### src/rtl/mult_div_unit_if.sv
// Handshake and operand/result bundle for the iterative multiply/divide unit.
// The master side (decoder/datapath) issues operations; the slave side is the unit.
interface mult_div_unit_if #(
    parameter int WIDTH = 32
);
    logic             start_i;
    logic [1:0]       op_i;
    logic [WIDTH-1:0] src1_i;
    logic [WIDTH-1:0] src2_i;
    logic             busy_o;
    logic             done_o;
    logic [WIDTH-1:0] hi_o;
    logic [WIDTH-1:0] lo_o;

    modport master (
        output start_i,
        output op_i,
        output src1_i,
        output src2_i,
        input  busy_o,
        input  done_o,
        input  hi_o,
        input  lo_o
    );

    modport slave (
        input  start_i,
        input  op_i,
        input  src1_i,
        input  src2_i,
        output busy_o,
        output done_o,
        output hi_o,
        output lo_o
    );
endinterface

### src/rtl/mult_div_unit.sv
// Iterative MULT/MULTU/DIV/DIVU unit with HI/LO result registers.
// Magnitudes are processed unsigned for 32 iterations (shift-add multiply or
// restoring divide); signs are re-applied in a single FIX cycle.
module mult_div_unit #(
    parameter int WIDTH = 32
) (
    input  logic            clk_i,
    input  logic            rst_i,
    mult_div_unit_if.slave  bus
);
    localparam int CNT_W = $clog2(WIDTH);
    localparam logic [CNT_W-1:0] LAST_ITER = CNT_W'(WIDTH - 1);

    typedef enum logic [1:0] {
        IDLE = 2'd0,
        CALC = 2'd1,
        FIX  = 2'd2,
        DONE = 2'd3
    } state_t;

    state_t               state_q;
    logic [CNT_W-1:0]     count_q;
    logic                 busy_q;
    logic                 done_q;
    logic [WIDTH-1:0]     hi_q;
    logic [WIDTH-1:0]     lo_q;

    // Captured operation context
    logic                 is_div_q;
    logic                 neg_res_q;   // product / quotient must be negated
    logic                 neg_rem_q;   // remainder must be negated (dividend < 0)
    logic                 div_zero_q;
    logic [WIDTH-1:0]     src1_orig_q; // raw dividend, returned in HI on divide by zero
    logic [WIDTH-1:0]     operand_q;   // multiplicand (mult) or divisor (div) magnitude
    // Working register: mult = {partial upper, multiplier bits},
    //                   div  = {remainder, dividend/quotient bits}
    logic [2*WIDTH-1:0]   prod_q;

    // Capture-side decode of the incoming request
    logic                 cap_signed;
    logic                 cap_div;
    logic [WIDTH-1:0]     cap_mag_a;
    logic [WIDTH-1:0]     cap_mag_b;

    // One iteration of each algorithm
    logic [WIDTH:0]       mul_sum;
    logic [2*WIDTH-1:0]   mul_step;
    logic [WIDTH:0]       div_shift;
    logic [WIDTH:0]       div_diff;
    logic [2*WIDTH-1:0]   div_step;

    // Sign-fixed results written at the end of FIX
    logic [2*WIDTH-1:0]   prod_neg;
    logic [WIDTH-1:0]     quot_fix;
    logic [WIDTH-1:0]     rem_fix;
    logic [WIDTH-1:0]     hi_fix;
    logic [WIDTH-1:0]     lo_fix;

    // Decode the request and form operand magnitudes (signed ops only)
    always_comb begin
        cap_signed = bus.op_i[0];
        cap_div    = bus.op_i[1];
        cap_mag_a  = bus.src1_i;
        cap_mag_b  = bus.src2_i;
        if (cap_signed && bus.src1_i[WIDTH-1]) begin
            cap_mag_a = -bus.src1_i;
        end
        if (cap_signed && bus.src2_i[WIDTH-1]) begin
            cap_mag_b = -bus.src2_i;
        end
    end

    // Single iteration datapaths for shift-add multiply and restoring divide
    always_comb begin
        mul_sum  = {1'b0, prod_q[2*WIDTH-1:WIDTH]}
                 + (prod_q[0] ? {1'b0, operand_q} : {(WIDTH+1){1'b0}});
        mul_step = {mul_sum, prod_q[WIDTH-1:1]};

        // Shift the next dividend bit into the remainder, then trial-subtract
        div_shift = prod_q[2*WIDTH-1:WIDTH-1];
        div_diff  = div_shift - {1'b0, operand_q};
        if (div_diff[WIDTH]) begin
            div_step = {div_shift[WIDTH-1:0], prod_q[WIDTH-2:0], 1'b0};
        end else begin
            div_step = {div_diff[WIDTH-1:0], prod_q[WIDTH-2:0], 1'b1};
        end
    end

    // Apply result signs and the divide-by-zero convention
    always_comb begin
        prod_neg = -prod_q;
        quot_fix = neg_res_q ? -prod_q[WIDTH-1:0] : prod_q[WIDTH-1:0];
        rem_fix  = neg_rem_q ? -prod_q[2*WIDTH-1:WIDTH] : prod_q[2*WIDTH-1:WIDTH];
        if (!is_div_q) begin
            hi_fix = neg_res_q ? prod_neg[2*WIDTH-1:WIDTH] : prod_q[2*WIDTH-1:WIDTH];
            lo_fix = neg_res_q ? prod_neg[WIDTH-1:0]       : prod_q[WIDTH-1:0];
        end else if (div_zero_q) begin
            hi_fix = src1_orig_q;
            lo_fix = {WIDTH{1'b1}};
        end else begin
            hi_fix = rem_fix;
            lo_fix = quot_fix;
        end
    end

    // Control FSM with registered busy/done and HI/LO result registers
    always_ff @(posedge clk_i) begin
        if (!rst_i) begin
            state_q     <= IDLE;
            count_q     <= '0;
            busy_q      <= 1'b0;
            done_q      <= 1'b0;
            hi_q        <= '0;
            lo_q        <= '0;
            is_div_q    <= 1'b0;
            neg_res_q   <= 1'b0;
            neg_rem_q   <= 1'b0;
            div_zero_q  <= 1'b0;
            src1_orig_q <= '0;
            operand_q   <= '0;
            prod_q      <= '0;
        end else begin
            case (state_q)
                IDLE: begin
                    done_q <= 1'b0;
                    if (bus.start_i) begin
                        state_q     <= CALC;
                        busy_q      <= 1'b1;
                        count_q     <= '0;
                        is_div_q    <= cap_div;
                        neg_res_q   <= cap_signed
                                       && (bus.src1_i[WIDTH-1] ^ bus.src2_i[WIDTH-1]);
                        neg_rem_q   <= cap_signed && bus.src1_i[WIDTH-1];
                        div_zero_q  <= cap_div && (bus.src2_i == '0);
                        src1_orig_q <= bus.src1_i;
                        if (cap_div) begin
                            operand_q <= cap_mag_b;
                            prod_q    <= {{WIDTH{1'b0}}, cap_mag_a};
                        end else begin
                            operand_q <= cap_mag_a;
                            prod_q    <= {{WIDTH{1'b0}}, cap_mag_b};
                        end
                    end
                end
                CALC: begin
                    prod_q  <= is_div_q ? div_step : mul_step;
                    count_q <= count_q + 1'b1;
                    if (count_q == LAST_ITER) begin
                        state_q <= FIX;
                        count_q <= '0;
                    end
                end
                FIX: begin
                    hi_q    <= hi_fix;
                    lo_q    <= lo_fix;
                    done_q  <= 1'b1;
                    state_q <= DONE;
                end
                DONE: begin
                    done_q  <= 1'b0;
                    busy_q  <= 1'b0;
                    state_q <= IDLE;
                end
                default: begin
                    state_q <= IDLE;
                    busy_q  <= 1'b0;
                    done_q  <= 1'b0;
                end
            endcase
        end
    end

    assign bus.busy_o = busy_q;
    assign bus.done_o = done_q;
    assign bus.hi_o   = hi_q;
    assign bus.lo_o   = lo_q;
endmodule

### src/flat_wrapper.sv
// flat-port wrapper written by rule: the top's interface ports become plain ports
module mult_div_unit_flat 
#(
    parameter int WIDTH = 32
)
  (clk_i, rst_i, bus_start_i, bus_op_i, bus_src1_i, bus_src2_i, bus_busy_o, bus_done_o, bus_hi_o, bus_lo_o);
  mult_div_unit_if #(.WIDTH(WIDTH)) bus_i ();
  input  logic clk_i;
  input  logic rst_i;
  input wire logic [$bits(bus_i.start_i)-1:0] bus_start_i;
  input wire logic [$bits(bus_i.op_i)-1:0] bus_op_i;
  input wire logic [$bits(bus_i.src1_i)-1:0] bus_src1_i;
  input wire logic [$bits(bus_i.src2_i)-1:0] bus_src2_i;
  output wire logic [$bits(bus_i.busy_o)-1:0] bus_busy_o;
  output wire logic [$bits(bus_i.done_o)-1:0] bus_done_o;
  output wire logic [$bits(bus_i.hi_o)-1:0] bus_hi_o;
  output wire logic [$bits(bus_i.lo_o)-1:0] bus_lo_o;
  assign bus_i.start_i = bus_start_i;
  assign bus_i.op_i = bus_op_i;
  assign bus_i.src1_i = bus_src1_i;
  assign bus_i.src2_i = bus_src2_i;
  assign bus_busy_o = bus_i.busy_o;
  assign bus_done_o = bus_i.done_o;
  assign bus_hi_o = bus_i.hi_o;
  assign bus_lo_o = bus_i.lo_o;
  mult_div_unit #(.WIDTH(WIDTH)) u_core (.clk_i(clk_i), .rst_i(rst_i), .bus(bus_i));
endmodule
### config.mk
export PLATFORM = sky130hd
export DESIGN_NAME = mult_div_unit_flat
export DESIGN_NICKNAME = d
export VERILOG_FILES = /design/src/rtl/mult_div_unit_if.sv /design/src/rtl/mult_div_unit.sv /design/src/flat_wrapper.sv
export SDC_FILE = /design/constraint.sdc
export NUM_CORES = 1
export LEC_CHECK = 0
export ABC_CLOCK_PERIOD_IN_PS = 4500
export BUFFER_PORTS_ARGS = -buffer_cell sky130_fd_sc_hd__buf_2
export CAP_MARGIN = 10
export CORE_MARGIN = 4
export CORE_UTILIZATION = 60
export CTS_CLUSTER_SIZE = 20
export DETAILED_ROUTE_END_ITERATION = 6
export GPL_TIMING_DRIVEN = 0
export HOLD_SLACK_MARGIN = 0.12
export PLACE_DENSITY = 0.8
export SETUP_SLACK_MARGIN = 0.05
export SYNTH_ARGS = -nofsm -noshare
export SYNTH_HDL_FRONTEND = slang
export SYNTH_SLANG_ARGS = --single-unit
### constraint.sdc
create_clock -name clk_i -period 4.5 [get_ports clk_i]
set_input_delay 0.225 -clock clk_i [delete_from_list [all_inputs] [get_ports clk_i]]
set_output_delay 0.225 -clock clk_i [all_outputs]
set_load 0.01 [all_outputs]
==> flow_metrics.env <==
export IMPL_path_cells="inv_1 -> ha_1 -> fa_1 -> nand2b_1 -> a21oi_1 -> o21ai_0 -> o21ai_2 -> buf_4 -> a21oi_1 -> o211ai_2 -> buf_2 -> mux2i_1 -> nor2_1 -> a221o_1"
export IMPL_hold_ws_ns=0.215
export IMPL_crit_arrival_ns=4.75
export IMPL_finalCriticalPeriod_ns=4.33
export IMPL_powerDensity_nw_per_um2=518
export IMPL_utilization_pct=69.3
export IMPL_cts_buffers=23
export IMPL_num_rows=60
export IMPL_synth_area_per_cell_um2=7.29
export IMPL_drc=1
export IMPL_max_clock_freq_ghz=0.231
export IMPL_fp_dieH_um=173
export IMPL_synth_most_common_cell="nand2_1"
export IMPL_grt_pass1_vias=17200
export IMPL_dieArea_um2=30000
export IMPL_final_cells=2797
export IMPL_ys_ff_latch=205
export IMPL_leakage_nw=7.79
export IMPL_end_kind="flop"
export IMPL_cts_root_buf="clkbuf_16"
export IMPL_worst_slack_ns=0.171
export IMPL_io_buffer_count=133
export IMPL_ant_nets=0
export IMPL_drtIter0Drc=2534
export IMPL_worstSetupStartpoint="u_core.prod_q[31]"
export IMPL_clock_skew_ns=0.0105
export IMPL_synth_seq_area_share_pct=25.1
export IMPL_grt_met3_usage_pct=10.6
export IMPL_pre_cts_slack_ns=0.0180
export IMPL_status="finished with violations"
export IMPL_violations="DRC"
export IMPL_cp_start_kind="flop"
export IMPL_grt_pass1_wl_um=102000
export IMPL_max_cap_viol_count=0
export IMPL_drv_slew=0
export IMPL_hold_end="u_core.prod_q[59]"
export IMPL_min_delay_start="rst_i"
export IMPL_dieWidth_um=173
export IMPL_grt_busiest_layer="met2"
export IMPL_hold_viol=0
export IMPL_hold_path_class="primary input to flop"
export IMPL_r2r_slack_ns=0.17
export IMPL_cpMostUsedCell="a21oi_1"
export IMPL_setup_worst_path_class="flop to flop"
export IMPL_path_buf_inv=3
export IMPL_yosysWarnings=0
export IMPL_cts_sink_count=205
export IMPL_p_int_mw=5.07
export IMPL_reg2reg_depth=14
export IMPL_yosysTopAreaCellShare_pct=25.1
export IMPL_cts_tree="done"
export IMPL_power_frac_comb_pct=50.7
export IMPL_drive_above_1_share_pct=10.1
export IMPL_areaGrowthSynthToFinish_pct=13.9
export IMPL_r2r_start="u_core.prod_q[31]"
export IMPL_critical_path_top_delay_family="compound AO/OA/AOI/OAI gates"
export IMPL_post_dp_cell_area_um2=17500
export IMPL_syn_nets=2390
export IMPL_cpMaxStageDelayCell="dfxtp_1"
export IMPL_synth_common_cells="nand2_1, a21oi_1, nor2_1, dfxtp_1, o21ai_0"
export IMPL_initial_core_util_pct=60.9
export IMPL_pwr_share_clk_pct=21.4
export IMPL_finalPower_mw=9.66
export IMPL_yosysTopAreaCell="dfxtp_1"
export IMPL_dp_cells=2720
export IMPL_globalRouteMet1Util_pct=59.2
export IMPL_min_delay_path_depth=3
export IMPL_vias=18900
export IMPL_grt_max_degree=15
export IMPL_slew_headroom_pct=24.1
export IMPL_worst_path_max_fanout=10
export IMPL_vdd_drop_max_mv=0.351
export IMPL_tightest_slew_ns=1.13
export IMPL_met2_usage_pct=62.8
export IMPL_final_nets=2584
export IMPL_gp_congestion=1.09
export IMPL_clk_pin_slew_ns=0.07
export IMPL_io_pins=135
export IMPL_synth_cells=2244
export IMPL_sw_frac_of_total_pct=47.5
export IMPL_core_um2=26900
export IMPL_syn_cell_area_um2=16400
export IMPL_gr_total_overflow=0
export IMPL_period_share_pct=96.2
export IMPL_antenna_found_initial=3
export IMPL_required_ns=4.92
export IMPL_r2r_end="u_core.prod_q[49]"
export IMPL_wl_per_cell_um=24.3
export IMPL_viasPerCell=6.75
export IMPL_track_usage_pct=42.8
export IMPL_dr_pass1_iters=7
export IMPL_dp_hpwl_um=52400
export IMPL_synth_edff_count=0
export IMPL_setup_viol=0
export IMPL_synthTopCellsByArea="dfxtp_1, a21oi_1, nand2_1"
export IMPL_synth_distinct_cells=89
export IMPL_rsz0062_at_grt="false"
export IMPL_seqPwrFrac_pct=27.9
export IMPL_clock_path_buffers=3
export IMPL_fin_setup_tns_ns=0
export IMPL_max_stage_delay_ns=0.59
export IMPL_synth_ff_type="dfxtp_1"
export IMPL_design_area_um2=18600
export IMPL_async_flop_share_pct=0
export IMPL_p_sw_mw=4.59
export IMPL_clk_latency_ns=0.53
export IMPL_finalWirelength_um=67900
export IMPL_htreeDepth=1
-- worst register-to-register path: cells and delay by family (launching register included) --
family	cells	cell delay, ns
muxes	1	0.24
buffers and inverters	3	0.87
adders and majority gates	2	0.75
DFF	1	0.59
and+or+nand+nor	2	0.25
AOI/OAI and AO/OA	6	1.51
-- how the worst max path moves through the flow --
stage | endpoint | depth (start not counted)
2_1_floorplan | u_core.prod_q[60] | 15
3_3_place_gp | u_core.prod_q[60] | 15
3_5_place_dp | u_core.prod_q[46] | 13
4_1_cts | u_core.prod_q[48] | 13
5_1_grt | u_core.prod_q[60] | 15
6_report | u_core.prod_q[49] | 14
-- sequential cells by signal, summed over array words and instances (netlist names) --
register            flops
u_core.prod_q          64
u_core.bus.hi_o        32
u_core.bus.lo_o        32
u_core.operand_q       32
u_core.src1_orig_q     32
u_core.count_q          5
u_core.state_q          2
u_core.bus.busy_o       1
u_core.bus.done_o       1
u_core.div_zero_q       1
u_core.is_div_q         1
u_core.neg_rem_q        1
u_core.neg_res_q        1
-- layout by cell type (no fill, tap or decap), types with 43 or more instances in the layout --
master,instances
nand3_1,50
dfxtp_1,205
ha_1,75
o21ai_1,68
buf_2,147
mux2i_1,43
xnor2_1,105
xor2_1,98
a211oi_1,51
nor2_1,208
o21ai_0,138
nand2_1,287
clkbuf_1,122
a21oi_1,249
inv_1,78
-- cell families (layout without fill, tap and decap cells) --
logic type | Yosys count | count (layout) | synth area share, %
AND/OR/NAND/NOR | 724 | 724 | 20.7
AO/OA/AOI/OAI | 735 | 735 | 27.8
other | 0 | 1 | 0
multiplexers | 60 | 60 | 3.80
XOR/XNOR | 203 | 203 | 10.9
flip-flops | 205 | 205 | 25.1
adder cells (fa/ha/maj) | 77 | 77 | 5.98
buffers and inverters | 240 | 451 | 5.75
-- per-layer routing --
layer	wire, um	up-vias	part of all wire [%]
li1	-	8405	-
met1	26800	8791	39
met2	28200	1408	42
met3	8950	278	13
met4	3900	6	5.7
met5	35	-	0.052
-- area by class of cell --
cell class	count	area [um2]
Multi-Input combinational cell	1799	11300
Sequential cell	205	4100
Inverter	82	308
Timing Repair Buffer	170	1020
Fill cell	2337	8250
Tap cell	341	427
Antenna cell	1	2.50
Clock buffer	28	624
Buffer	157	633
Clock inverter	14	189
-- power by group through the flow --
stage	Combinational [mW]	Clock, mW	Sequential, mW
after global placement	4.53	0	2.64
after floorplan	3.07	0	2.61
after CTS	4.70	2.05	2.64
final	4.90	2.07	2.69
after global routing	5.20	2.12	2.72
after detailed placement	4.63	0	2.68
-- timing repair --
item,4_1_cts,5_1_grt
hold endpoints to repair,34,0
endpoints found under the setup margin,11,16
hold buffers,34,0
setup buffers,0,1
resized for setup,2,4
pin swaps,0,1
No activity file was read; power rests on OpenSTA's default activity.
